**src/rtl/max_pool_2x2.sv**
```systemverilog
// Streaming 2x2 / stride-2 max pool over one raster-order channel plane.
// Ports: clk, rst_n (sync, active-high), in_valid/Activation in; out_valid/pool_out/frame_done out.
module max_pool_2x2 #(
  parameter int IFM_BIT = 8,
  parameter int WIDTH   = 224,
  parameter int HEIGHT  = 224
) (
  input  logic               clk,
  input  logic               rst_n,
  input  logic               in_valid,
  input  logic [IFM_BIT-1:0] Activation,
  output logic               out_valid,
  output logic [IFM_BIT-1:0] pool_out,
  output logic               frame_done
);

  localparam int HW = WIDTH / 2;
  localparam int IW = (HW > 1) ? $clog2(HW) : 1;
  localparam int CW = IW + 1;
  localparam int RW = $clog2(HEIGHT);
  localparam logic [CW-1:0] COL_LAST = CW'(WIDTH - 1);
  localparam logic [RW-1:0] ROW_LAST = RW'(HEIGHT - 1);

  typedef enum logic {
    ROW_EVEN = 1'b0,
    ROW_ODD  = 1'b1
  } state_t;

  state_t state;
  state_t state_nxt;

  logic               px_v;
  logic [IFM_BIT-1:0] px;
  logic [CW-1:0]      col;
  logic [RW-1:0]      row;
  logic [IFM_BIT-1:0] hold;
  logic [IFM_BIT-1:0] line_buf [HW];
  logic [IW-1:0]      idx;
  logic               col_odd;
  logic               col_end;
  logic               row_end;
  logic [IFM_BIT-1:0] lb_rd;
  logic [IFM_BIT-1:0] pair_max;
  logic [IFM_BIT-1:0] quad_max;
  logic               ov_d;
  logic               fd_d;
  logic [IFM_BIT-1:0] po_d;

  assign idx     = col[IW:1];
  assign col_odd = col[0];
  assign col_end = (col == COL_LAST);
  assign row_end = (row == ROW_LAST);

  // Input capture stage; a pixel still in flight when
  // reset arrives is discarded along with the plane.
  always_ff @(posedge clk) begin
    if (rst_n) begin
      px_v <= 1'b0;
    end else begin
      px_v <= in_valid;
    end
  end

  always_ff @(posedge clk) begin
    if (in_valid) begin
      px <= Activation;
    end
  end

  always_ff @(posedge clk) begin
    if (rst_n) begin
      col <= '0;
      row <= '0;
    end else if (px_v) begin
      if (col_end) begin
        col <= '0;
        row <= row_end ? '0 : row + 1'b1;
      end else begin
        col <= col + 1'b1;
      end
    end
  end

  always_ff @(posedge clk) begin
    if (rst_n) begin
      state <= ROW_EVEN;
    end else begin
      state <= state_nxt;
    end
  end

  always_comb begin
    state_nxt = state;
    if (px_v && col_end) begin
      unique case (state)
        ROW_EVEN: state_nxt = ROW_ODD;
        ROW_ODD:  state_nxt = ROW_EVEN;
      endcase
    end
  end

  assign lb_rd    = line_buf[idx];
  assign pair_max = (hold > px) ? hold : px;
  assign quad_max = (lb_rd > pair_max) ? lb_rd : pair_max;

  // hold and line_buf need no reset: each is
  // written earlier in the window than it is read.
  always_ff @(posedge clk) begin
    if (!rst_n && px_v && !col_odd) begin
      hold <= px;
    end
  end

  always_ff @(posedge clk) begin
    if (!rst_n && px_v && col_odd && state == ROW_EVEN) begin
      line_buf[idx] <= pair_max;
    end
  end

  always_comb begin
    ov_d = px_v && col_odd && (state == ROW_ODD);
    po_d = ov_d ? quad_max : '0;
    fd_d = ov_d && col_end && row_end;
  end

  always_ff @(posedge clk) begin
    if (rst_n) begin
      out_valid  <= 1'b0;
      pool_out   <= '0;
      frame_done <= 1'b0;
    end else begin
      out_valid  <= ov_d;
      pool_out   <= po_d;
      frame_done <= fd_d;
    end
  end

endmodule

```
**config.mk**
```make
export PLATFORM = sky130hd
export DESIGN_NAME = max_pool_2x2
export DESIGN_NICKNAME = d
export VERILOG_FILES = /design/src/rtl/max_pool_2x2.sv
export SDC_FILE = /design/constraint.sdc
export NUM_CORES = 1
export LEC_CHECK = 0
export BUFFER_PORTS_ARGS = -buffer_cell sky130_fd_sc_hd__clkbuf_2
export CORE_ASPECT_RATIO = 2
export CORE_MARGIN = 2
export CORE_UTILIZATION = 45
export CTS_CLUSTER_DIAMETER = 40
export DETAILED_ROUTE_END_ITERATION = 10
export PLACE_DENSITY = 0.68
export SYNTH_ARGS = -nofsm -noshare
export SYNTH_HDL_FRONTEND = slang
export SYNTH_SLANG_ARGS = --single-unit
```
**constraint.sdc**
```tcl
create_clock -name clk -period 8.1 [get_ports clk]
set_clock_uncertainty 0.15 [all_clocks]
set_input_delay 0.405 -clock clk [delete_from_list [all_inputs] [get_ports clk]]
set_output_delay 0.405 -clock clk [all_outputs]
set_load 0.05 [all_outputs]
```
Yosys cells after proc, flatten, opt, wreduce, memory -nomap -nowiden
Memories as Yosys holds them, arrays and structs flattened. A register that Yosys moved wholly into a read port is not among the register bits.
Index checks and enable logic that the tools add are counted.
- register bits: 44
- bits in writable memories: 896
- memories kept: 1
- logic and storage cells: 40
- input port bits: 11
- reductions and logical operators: 13
- equality and inequality tests: 2
- order comparisons: 2
- mux-type cells: 9
- bitwise gates (word level): 2
- $add $sub $neg: 2
- memories (memory ; words ; bits a word ; rd ports ; clocked after memory_dff ; wr ports ; line ; source):
    line_buf ; 112 ; 8 ; 1 ; 1 ; 1 ; 37 ; logic [IFM_BIT-1:0] line_buf [HW];
- operator list (operator ; number):
    $mux W8 ; 4
    $add A8 B1 Y8 const B ; 2
    $eq A8 B8 Y1 const B ; 2
    $gt A8 B8 Y1 ; 2
    $mux W7 ; 2
    $logic_and A1 B1 Y1 ; 9
    $logic_not A1 Y1 ; 2
    $mux W1 ; 2
    $not A1 Y1 ; 2
    $pmux W1 S2 ; 1
    $reduce_and A2 Y1 ; 1
    $reduce_or A2 Y1 ; 1

Longest topological paths before layout
Gate-level depths: netlist of run 1.
- word-level depth: 6
- mapped depth: 20
- mapped depth without buffers: 16

Worst setup path after synthesis of run 1
OpenSTA, ideal clock, no wires.
- path kind: reg-to-reg
- start point: register px[1]
- end point: register pool_out[1]
- setup time: 71 ps
- data required time: 7879 ps
- stages on the path, launching flop included: 18
- path slack: 152 ps
- clock period less this slack: 7948 ps
- data arrival time: 7727 ps
- path through: edfxtp_1 -> inv_1 -> ha_1 -> nor2b_1 -> o21a_1 -> o21ai_0 -> a21oi_1 -> o21a_1 -> clkbuf_1 -> o21ai_0 -> ha_1 -> nor2b_1 -> o21a_1 -> o21a_1 -> o21ai_0 -> a221o_1 -> nand2_1 -> o2bb2ai_1
- longest elaborated chain between the ends: 4
- RTL lines (item ; line ; source):
    start, declared ; 33 ; logic [IFM_BIT-1:0] px;
    start signal, assigned ; 66 ; px <= Activation;
    $gt A8 B8 Y1 ; 103 ; assign pair_max = (hold > px) ? hold : px;
    $mux W8 ; 103 ;
    via pair_max[0] ; 43 ; logic [IFM_BIT-1:0] pair_max;
    $gt A8 B8 Y1 ; 104 ; assign quad_max = (lb_rd > pair_max) ? lb_rd : pair_max;
    $mux W8 ; 104 ;
    end signal, assigned ; 133 ; pool_out <= po_d;
    end, declared ; 13 ; output logic [IFM_BIT-1:0] pool_out,
The timed path passes the listed nets, and every way through them passes these cells.
A chain may end at the register's enable or synchronous reset.

==> impl_results.rst, run 1 <==
.. list-table::
   :header-rows: 1

   * - Metric
     - Value
   * - Commonest non-fill, non-tap cells in the layout
     - 912 x sky130_fd_sc_hd__edfxtp_1, 197 x sky130_fd_sc_hd__mux4_2, 150 x sky130_fd_sc_hd__nor2_1, 110 x sky130_fd_sc_hd__mux2i_1, 81 x sky130_fd_sc_hd__nand2_1
   * - Synthesized-area fraction occupied by ao, oa, aoi and oai cells
     - 2.927%
   * - First-pass iteration count of the detailed router
     - 5
   * - Clock root buffer
     - sky130_fd_sc_hd__clkbuf_16
   * - Clock tree from TritonCTS
     - done
   * - Dominant combinational cell family by area after synthesis
     - multiplexers
   * - Worst r2r path cells
     - 16
   * - Area after DPL
     - 38610 um^2
   * - Delay of the slowest cell on the worst path
     - 0.93 ns
   * - HPWL reported at the end of detailed placement
     - 62510 um
   * - Cell count along the critical path
     - 16
   * - Net count after synthesis
     - 1942
   * - Xor/xnor share of the synthesized area
     - 0.3281%
   * - Worst Setup Start Kind
     - register
   * - Critical path buffer and inverter count
     - 2
   * - Layout filler cell count
     - 6534
   * - Leakage power
     - 12.44 nW
   * - Actual transition at the worst max-transition pin
     - 1.359 ns
   * - Detailed-route wire length
     - 94750 um
   * - Post-synth EDFFs
     - 912
   * - Area taken by multi-input logic gates
     - 8680 um^2
   * - Antenna fix cells
     - 0
   * - Post-Layout Cell Count
     - 3076
   * - Number of global-route vias before repair
     - 19709
   * - Outcome
     - complete, no violations
   * - Most frequent standard cell in the layout excluding fill and tap cells
     - sky130_fd_sc_hd__edfxtp_1
   * - Number of synthesized register bits
     - 947
   * - Worst hold slack after final layout
     - 0.02207 ns
   * - Maximum vdd drop
     - 0.1715 mV
   * - Count of final hold-check violations
     - 0
   * - Worst-path cell with the longest stage delay
     - sky130_fd_sc_hd__dfxtp_4
   * - Total routing usage reported by global routing
     - 22.40%
   * - Number of placement rows
     - 149
   * - Number of cells after detailed placement
     - 2930
   * - DRC violation total after the first TritonRoute iteration
     - 1969
   * - Max Fclk
     - 173.6 MHz
   * - Final standard cell area without fillers
     - 41180 um^2
   * - Worst setup EP type
     - register
   * - Ys Warns
     - 0
   * - Initial antenna violation count
     - 0
   * - Die W
     - 207.8 um
   * - Vert. Die Dim
     - 411.5 um
   * - Area delta synth->final
     - 10.21%
   * - Mapped Area
     - 37370 um^2
   * - Clock buffer depth
     - 3
   * - TritonCTS buffer count
     - 78
   * - RSZ-0062 raised after global routing
     - no
   * - Share of post-route cells with drive strength above 1
     - 19.66%
   * - Count of vias placed by the detailed router
     - 18604
   * - Ordered cell list for the critical path
     - buf_12, and2_1, a22oi_1, a21oi_1, nor3_1, a32oi_1, o21ai_0, inv_1, ha_1, nor2b_1, o21a_1, o21a_1, o21ai_0, a221o_1, nand2_1, o2bb2ai_1
   * - FFs w/ async S/R, synth
     - 0%
   * - Area taken by flip-flops and latches
     - 28100 um^2
   * - Setup TNS after final layout
     - 0 ns
   * - Final core utilization
     - 49.98%
   * - Post-synthesis cell type count
     - 58
   * - DIE AREA
     - 85500 um^2
   * - Max-Slew Margin vs Limit
     - 9.190%
   * - Max-Cap Viols
     - 0
   * - Starting density of the core
     - 45.35%
   * - Share of the cycle needed by the critical path after routing
     - 71.13%
   * - Fraction of the mapped netlist area in adder cells
     - 0.6027%
   * - Overflow left after global routing
     - 0
   * - Cell area power density
     - 233.6 nW/um^2
   * - CTS H-tree lvls
     - 3
   * - Net count of the finished layout
     - 1990
   * - Post-layout min period
     - 5.762 ns
   * - Sequential share of the synthesized area
     - 75.16%
   * - Kind of cell adding the most delay to the critical path
     - compound AO/OA/AOI/OAI gates
   * - Pin count of the biggest net entering global routing
     - 113
   * - Cell count after synthesis
     - 1913
   * - Number of remaining DRC errors
     - 0
   * - Source-to-sink clock delay at the later pin of the worst-skew pair
     - 0.64 ns
   * - Number of setup violations in the final report
     - 0
   * - Required time of the critical path
     - 8.51 ns
   * - Share of cell area taken by muxes after synthesis
     - 15.21%
   * - Wire length of the first global-routing pass
     - 137000 um
   * - Core ar.
     - 82400 um^2
   * - Count of pins over their slew limit
     - 0
   * - Clock-pin slew of the registers on the worst-case setup and hold paths
     - 0.07 ns
   * - Worst hold path stage count
     - 1
   * - CTS sink cnt
     - 947
   * - Arrival time at the worst endpoint
     - 6.17 ns
   * - Simple-Gate Fraction of Synth Area
     - 4.129%
   * - DRT antenna net count
     - 0
   * - Final weighted congestion in routability-driven placement
     - 0.9528
   * - Final routed wire length divided by cell count
     - 30.80 um
   * - Dominant synthesized flop cell
     - sky130_fd_sc_hd__edfxtp_1
   * - Worst Setup Path Type
     - reg -> reg
   * - Per-cell via count in the routed design
     - 6.048
   * - Register-to-register setup slack
     - 2.34 ns
   * - Number of buffers added on ports
     - 20
   * - Total I/O pin count
     - 21
   * - Syn avg cell area
     - 19.53 um^2
   * - Top fanout value on the critical path
     - 59
   * - Hold WC Path Type
     - in -> reg
==> cell usage after synthesis (all sizes together) (5+ instances only) <==
master,number,area (um^2)
a211oi,12,90.09
a21o,5,37.54
a21oi,19,95.09
a221oi,7,61.31
a22o,5,43.79
a22oi,34,255.2
a31oi,8,50.05
a41oi,5,43.79
and2,10,62.56
and3,5,31.28
buf,63,394.1
clkbuf,34,127.6
dfxtp,35,700.7
edfxtp,912,27390
ha,18,225.2
inv,23,86.33
mux2,13,146.4
mux2i,110,1101
mux4,197,4437
nand2,81,304.0
nand3,24,120.1
nand4,12,75.07
nor2,150,563.0
nor2b,23,143.9
nor3,16,80.08
o211ai,8,60.06
o21a,5,37.54
o21ai,11,55.05
o22ai,7,43.79
o2bb2ai,7,61.31
xor2,11,96.34
==> per-layer routing <==
layer	global-route usage [%]	vias up	wire, um	share of wire (%)
li1	-	7858	-	-
met1	22.87	9673	29990	32
met2	40.05	793	50300	53
met3	4.010	280	5629	5.9
met4	17.99	0	8832	9.3
met5	0	-	0	0
==> final timing paths <==
path / start / end
hold / removal: in_valid / px[7]
hold reg to reg: px[7] / hold[7]
setup reg to reg: register / pool_out[3]
setup / recovery: register / pool_out[3]
==> flip-flops by register name, summed over array words and instances (netlist names), 8 cells and up, named ones only <==
signal / flops
line_buf: 896
col: 8
hold: 8
pool_out: 8
px: 8
row: 8
==> cell type report <==
class                      instances  area share [%]
clock inverter                    47           1.133
sequential                       947           68.23
multi-input combinational        845           21.08
timing repair buffer              65           1.203
clock buffer                      91           4.910
inverter                          24          0.2400
tap                             1057           3.211
==> through the flow <==
stage / total power [W] / setup WS (ns)
4_1_cts: 0.009663 / 2.698
3_5_place_dp: 0.005964 / 2.707
6_report: 0.009619 / 2.338
3_3_place_gp: 0.005947 / 2.690
5_1_grt: 0.009853 / 2.014
2_1_floorplan: 0.005822 / 0.1519
==> where the power goes <==
part | internal [W] | switching, W
combinational | 0.0000867 | 0.000275
clock | 0.00203 | 0.00173
sequential | 0.00548 | 0.0000122
==> timing repair <==
item,4_1_cts,5_1_grt
hold endpoints to repair,8,0
gates resized for setup,0,0
hold buffers,8,0
buffers inserted,0,0
==> cells by family after synthesis <==
group | count (synthesis)
xor gates and xnor gates | 14
muxes | 320
AOI/OAI and AO/OA | 150
buffers and inverters | 121
DFF | 947
and+or+nand+nor | 343
adders and majority gates | 18
No activity file was read; power rests on OpenSTA's default activity.
==> run 2, diff against run 1 <==
- clock period: 8.1 -> 4.8 ns (I/O delays scaled with it)
==> run 2 against run 1 <==
Hold slack better by 0.048 ns. Clock-buffer cell count up 4. Power up 69%. Critical path type unchanged. Global-route usage up 0.24 points. Largest power group unchanged. Sequential share of layout area down 1.9 points. Non-clock buffer count up 121. Register-to-register slack worse by 2.1 ns. Flip-flop and latch count unchanged. First-iteration DRC count down 9.8%. Combinational power up 84%. Via count up 2.2%. Cell area up 2.8%.
==> impl_results.rst, run 2 (synthesis results as in run 1) <==
.. list-table::
   :header-rows: 1

   * - Metric
     - Value
   * - Outcome
     - complete, no violations
   * - Max Fclk
     - 221.5 MHz
   * - Net count of the finished layout
     - 2111
   * - Worst hold path stage count
     - 2
   * - Cell internal pwr
     - 0.01286 W
   * - Core ar.
     - 82400 um^2
   * - Count of final hold-check violations
     - 0
   * - Kind of cell adding the most delay to the critical path
     - compound AO/OA/AOI/OAI gates
   * - Total I/O pin count
     - 21
   * - Switching pwr
     - 0.003411 W
   * - Post-layout min period
     - 4.515 ns
   * - Pin count of the biggest net entering global routing
     - 113
   * - Final weighted congestion in routability-driven placement
     - 0.9010
   * - RSZ-0062 raised after global routing
     - no
   * - Total routing usage reported by global routing
     - 22.63%
   * - Reg2Reg Capture Point
     - pool_out[5]
   * - First-pass iteration count of the detailed router
     - 6
   * - Register-to-register setup slack
     - 0.29 ns
   * - Wire length of the first global-routing pass
     - 139200 um
   * - Worst r2r path cells
     - 15
   * - Share of the cycle needed by the critical path after routing
     - 94.06%
   * - Share of post-route cells with drive strength above 1
     - 24.49%
   * - Max-Cap Viols
     - 0
   * - Worst slack, placed
     - 0.1600 ns
   * - Final routed wire length divided by cell count
     - 29.94 um
   * - Delay of the slowest cell on the worst path
     - 0.59 ns
   * - DRT antenna net count
     - 0
   * - Worst Setup Start Kind
     - register
   * - DIE AREA
     - 85500 um^2
   * - CTS sink cnt
     - 947
   * - Worst setup EP type
     - register
   * - Number of setup violations in the final report
     - 0
   * - Source of the worst hold timing path
     - rst_n
   * - Ordered cell list for the critical path
     - buf_12, buf_4, mux2i_1, a22oi_1, a21oi_1, buf_4, a311oi_1, a22o_1, a31o_2, ha_1, a21oi_1, nor2b_1, a221o_1, nor2_1, o2bb2ai_1
   * - Capture endpoint of the worst hold path
     - row[4]
   * - Setup TNS after final layout
     - 0 ns
   * - Cell area power density
     - 384.3 nW/um^2
   * - Combinational share of power
     - 4.1%
   * - Area delta synth->final
     - 13.32%
   * - Worst Setup Path Type
     - reg -> reg
   * - Die W
     - 207.8 um
   * - Max FFs per register
     - 896
   * - CTS H-tree lvls
     - 3
   * - Number of placement rows
     - 149
   * - Vert. Die Dim
     - 411.5 um
   * - Initial antenna violation count
     - 0
   * - Overflow left after global routing
     - 0
   * - DRC violation total after the first TritonRoute iteration
     - 1777
   * - Layout filler cell count
     - 6459
   * - Most frequent standard cell in the layout excluding fill and tap cells
     - sky130_fd_sc_hd__edfxtp_1
   * - Count of vias placed by the detailed router
     - 19018
   * - Required time of the critical path
     - 5.20 ns
   * - Number of remaining DRC errors
     - 0
   * - Clock tree from TritonCTS
     - done
   * - Max-Slew Margin vs Limit
     - 21.31%
   * - Proportion of power drawn by flip-flops and latches
     - 56.9%
   * - Clock-pin slew of the registers on the worst-case setup and hold paths
     - 0.07 ns
   * - Maximum vdd drop
     - 0.2274 mV
   * - Switching fraction of total power
     - 20.96%
   * - HPWL reported at the end of detailed placement
     - 65490 um
   * - TritonCTS buffer count
     - 78
   * - Number of buffers added on ports
     - 20
   * - Clock buffer depth
     - 3
   * - Reg with most FFs
     - line_buf
   * - Crit path setup slack, layout
     - 0.2854 ns
   * - Count of pins over their slew limit
     - 0
   * - Detailed-route wire length
     - 95870 um
   * - Starting density of the core
     - 45.35%
   * - Top fanout value on the critical path
     - 40
   * - Source-to-sink clock delay at the later pin of the worst-skew pair
     - 0.65 ns
   * - Per-cell via count in the routed design
     - 5.939
   * - Commonest non-fill, non-tap cells in the layout
     - 912 x sky130_fd_sc_hd__edfxtp_1, 197 x sky130_fd_sc_hd__mux4_2, 150 x sky130_fd_sc_hd__nor2_1, 135 x sky130_fd_sc_hd__buf_4, 110 x sky130_fd_sc_hd__mux2i_1
   * - Leakage power
     - 13.13 nW
   * - Arrival time at the worst endpoint
     - 4.92 ns
   * - Proportion of power drawn by the clock network
     - 39.0%
   * - Actual transition at the worst max-transition pin
     - 1.180 ns
   * - Final core utilization
     - 51.39%
   * - Number of global-route vias before repair
     - 20178
   * - Worst-path cell with the longest stage delay
     - sky130_fd_sc_hd__dfxtp_4
   * - Critical path buffer and inverter count
     - 3
   * - Hold WC Path Type
     - in -> reg
   * - Clock root buffer
     - sky130_fd_sc_hd__clkbuf_16
==> run 2: final cells by class <==
type | count | area, um^2 | area share (%)
clock inverters | 47 | 444.2 | 1.049
clock buffers | 95 | 2058 | 4.861
diodes | 1 | 2.502 | 0.005910
repair buffers | 186 | 1635 | 3.862
well taps | 1057 | 1323 | 3.123
multi-input cells | 845 | 8685 | 20.51
flip-flops and latches | 947 | 28100 | 66.36
inverters | 24 | 98.84 | 0.2334
==> run 2: how the worst max path moves through the flow <==
| stage | to | startpoint | slack [ns] | cells past startpoint |
|---|---|---|---|---|
| 4_1_cts | pool_out[5] | register | 0.10 | 15 |
| 3_5_place_dp | pool_out[1] | register | 0.16 | 15 |
| 5_1_grt | pool_out[5] | register | 0.04 | 17 |
| 3_3_place_gp | pool_out[6] | register | 0.16 | 15 |
| 2_1_floorplan | pool_out[1] | px[1] | 0.53 | 17 |
| 6_report | pool_out[5] | register | 0.29 | 15 |
==> run 2: power groups by stage <==
stage / Combinational (W) / Clock [W] / Sequential, W
detailed placement: 0.000664 / 0 / 0.00945
CTS: 0.000670 / 0.00643 / 0.00927
finish: 0.000667 / 0.00634 / 0.00926
floorplan: 0.000357 / 0 / 0.00946
global placement: 0.000633 / 0 / 0.00945
global route: 0.000718 / 0.00673 / 0.00926
==> run 2: per-layer routing <==
layer	vias to the layer above	wire (um)	GRT usage (%)	share of wire, %
met5	-	0	0	0
met4	0	7956	16.67	8.3
met3	273	5124	3.644	5.3
met2	784	52050	41.68	54
met1	9869	30740	22.92	32
li1	8092	-	-	-
==> run 2: timing repair <==
| item | in CTS | in global routing |
|---|---|---|
| resized for setup | 0 | 1 |
| hold buffers | 9 | 0 |
| setup buffers | 0 | 4 |
| endpoints found under the setup margin | 0 | 7 |
| hold endpoints to repair | 17 | 0 |
==> run 2: through the flow <==
step	cells	hold slack, ns	instance area, um^2	power, W
floorplan	1913	0.1889	37380	0.009816
global placement	3046	0.2701	39700	0.01008
detailed placement	3046	0.2692	39700	0.01011
CTS	3197	0.002906	42300	0.01636
global route	3201	0.05175	42340	0.01671
finish	3202	0.07056	42340	0.01627
==> run 3, diff against run 2 <==
- PLACE_DENSITY: 0.68 -> 0.66
- clock period: 4.8 -> 5 ns (I/O delays scaled with it)
==> run 3 against run 2 <==
Register-to-register slack lost 0.12 ns. Critical endpoint is now pool_out[7]. Core utilization shrank 0.090 points. Via count is 0.34% higher. Global-route usage rose by 0.48 points.
==> impl_results.rst, run 3 (synthesis results as in run 1) <==
.. list-table::
   :header-rows: 1

   * - Metric
     - Value
   * - Outcome
     - complete, no violations
   * - Clock root buffer
     - sky130_fd_sc_hd__clkbuf_16
   * - Worst r2r path cells
     - 17
   * - Overflow left after global routing
     - 0
   * - Worst hold path stage count
     - 2
   * - Share of post-route cells with drive strength above 1
     - 23.22%
   * - Worst Setup Path Type
     - reg -> reg
   * - CTS H-tree lvls
     - 3
   * - Cell count along the critical path
     - 17
   * - Worst-path cell with the longest stage delay
     - sky130_fd_sc_hd__nor2_1
   * - Kind of cell adding the most delay to the critical path
     - compound AO/OA/AOI/OAI gates
   * - Total I/O pin count
     - 21
   * - Final routed wire length divided by cell count
     - 30.81 um
   * - TritonCTS buffer count
     - 82
   * - Count of vias placed by the detailed router
     - 19083
   * - Clock buffer depth
     - 3
   * - Pin count of the biggest net entering global routing
     - 113
   * - Core ar.
     - 82400 um^2
   * - Delay of the slowest cell on the worst path
     - 0.76 ns
   * - Initial antenna violation count
     - 2
   * - Arrival time at the worst endpoint
     - 5.23 ns
   * - Number of placement rows
     - 149
   * - Total routing usage reported by global routing
     - 23.12%
   * - Number of buffers added on ports
     - 20
   * - Worst hold slack after final layout
     - 0.05776 ns
   * - Layout filler cell count
     - 6505
   * - Cell area power density
     - 380.6 nW/um^2
   * - Maximum vdd drop
     - 0.2628 mV
   * - First-pass iteration count of the detailed router
     - 8
   * - Hold WC Path Type
     - in -> reg
   * - Leakage power
     - 13.04 nW
   * - DRC violation total after the first TritonRoute iteration
     - 1922
   * - Max-Cap Viols
     - 0
   * - Final standard cell area without fillers
     - 42270 um^2
   * - Top fanout value on the critical path
     - 26
   * - Worst setup EP type
     - register
   * - Final core utilization
     - 51.30%
   * - DIE AREA
     - 85500 um^2
   * - Count of final hold-check violations
     - 0
   * - Area delta synth->final
     - 13.12%
   * - Worst Setup Start Kind
     - register
   * - Count of pins over their slew limit
     - 0
   * - Area taken by multi-input logic gates
     - 8685 um^2
   * - Required time of the critical path
     - 5.40 ns
   * - Share of the cycle needed by the critical path after routing
     - 96.71%
   * - Ordered cell list for the critical path
     - buf_12, nor2_1, a22oi_1, a21oi_1, nor3_1, a32oi_1, o21ai_0, inv_1, ha_1, nor2b_1, o21a_1, o21a_1, o21ai_0, a221o_1, buf_4, o211ai_1, o211a_1
   * - Number of remaining DRC errors
     - 0
   * - RSZ-0062 raised after global routing
     - no
   * - Final weighted congestion in routability-driven placement
     - 1.028
   * - Die W
     - 207.8 um
   * - Vert. Die Dim
     - 411.5 um
   * - Area taken by flip-flops and latches
     - 28100 um^2
   * - Setup TNS after final layout
     - 0 ns
   * - Clock-pin slew of the registers on the worst-case setup and hold paths
     - 0.07 ns
   * - Max Fclk
     - 206.8 MHz
   * - Actual transition at the worst max-transition pin
     - 1.449 ns
   * - Number of global-route vias before repair
     - 20108
   * - Per-cell via count in the routed design
     - 6.016
   * - Area after DPL
     - 39420 um^2
   * - Most frequent standard cell in the layout excluding fill and tap cells
     - sky130_fd_sc_hd__edfxtp_1
   * - Commonest non-fill, non-tap cells in the layout
     - 912 x sky130_fd_sc_hd__edfxtp_1, 197 x sky130_fd_sc_hd__mux4_2, 150 x sky130_fd_sc_hd__nor2_1, 110 x sky130_fd_sc_hd__mux2i_1, 98 x sky130_fd_sc_hd__buf_4
   * - Post-cts repair resize count
     - 0
   * - Post-layout min period
     - 4.836 ns
   * - Clock tree from TritonCTS
     - done
   * - Antenna fix cells
     - 0
   * - Wire length of the first global-routing pass
     - 140400 um
   * - Max FFs per register
     - 896
   * - DRT antenna net count
     - 0
   * - Setup repair bufs after CTS
     - 0
   * - Max-Slew Margin vs Limit
     - 3.063%
   * - Net count of the finished layout
     - 2075
   * - Number of setup violations in the final report
     - 0
   * - CTS sink cnt
     - 947
   * - Source-to-sink clock delay at the later pin of the worst-skew pair
     - 0.67 ns
   * - Critical path buffer and inverter count
     - 3
   * - Starting density of the core
     - 45.35%
   * - HPWL reported at the end of detailed placement
     - 67850 um
   * - Detailed-route wire length
     - 97730 um
   * - Reg with most FFs
     - line_buf
   * - Register-to-register setup slack
     - 0.16 ns
[run 3: cell types whose count changed in the layout (fill, tap and decap cells not counted), sizes merged]
| cell | change |
|---|---|
| buf | -40 |
| bufinv | +3 |
| clkbuf | +9 |
| clkinv | -3 |
| clkinvlp | -2 |
| diode | -1 |
| inv | +4 |
[run 3: metal layers]
layer  routed length (um)  global-route usage, %
met5                   13                      0
met4                 9028                  18.56
met3                 4877                  3.347
met2                52800                  42.20
met1                31010                  23.35
[run 3: stage by stage]
step           power [W]  cells  worst slack (ns)
3_5_place_dp    0.009709   3010            0.3997
3_3_place_gp    0.009680   3010            0.3784
5_1_grt          0.01648   3172           0.08052
2_1_floorplan   0.009423   1913           0.09628
4_1_cts          0.01616   3172            0.3786
6_report         0.01609   3172            0.1643
[run 3: cell type report]
| class | count | share of cell area, % |
|---|---|---|
| sequential | 947 | 66.47 |
| multi-input combinational | 845 | 20.55 |
| clock buffer | 104 | 5.174 |
| tap | 1057 | 3.129 |
| timing repair buffer | 146 | 3.090 |
| clock inverter | 49 | 1.356 |
| inverter | 24 | 0.2338 |
[run 3: worst register-to-register path, delay by kind of cell, from the launching register on]
kind	cells	cell delay (ns)
DFF	1	0.51
adders and majority gates	1	0.14
buffers and inverters	3	0.52
and+or+nand+nor	3	0.89
AOI/OAI and AO/OA	10	2.51
[run 3: timing repair]
action	in CTS	in global routing
setup endpoints to repair	0	0
endpoints found under the hold margin	17	0
hold buffers	9	0
[run 3: final timing paths]
kind	from	endpoint
setup / recovery	register	pool_out[7]
hold / removal	rst_n	px_v
setup reg to reg	register	pool_out[7]
hold reg to reg	px[7]	hold[7]
[run 3: where the power goes]
part	internal (W)	leakage, nW	total [W]	switching [W]
combinational	0.000179	3.21	0.000638	0.000459
clock	0.00363	1.33	0.00655	0.00292
sequential	0.00888	8.49	0.00890	0.0000167
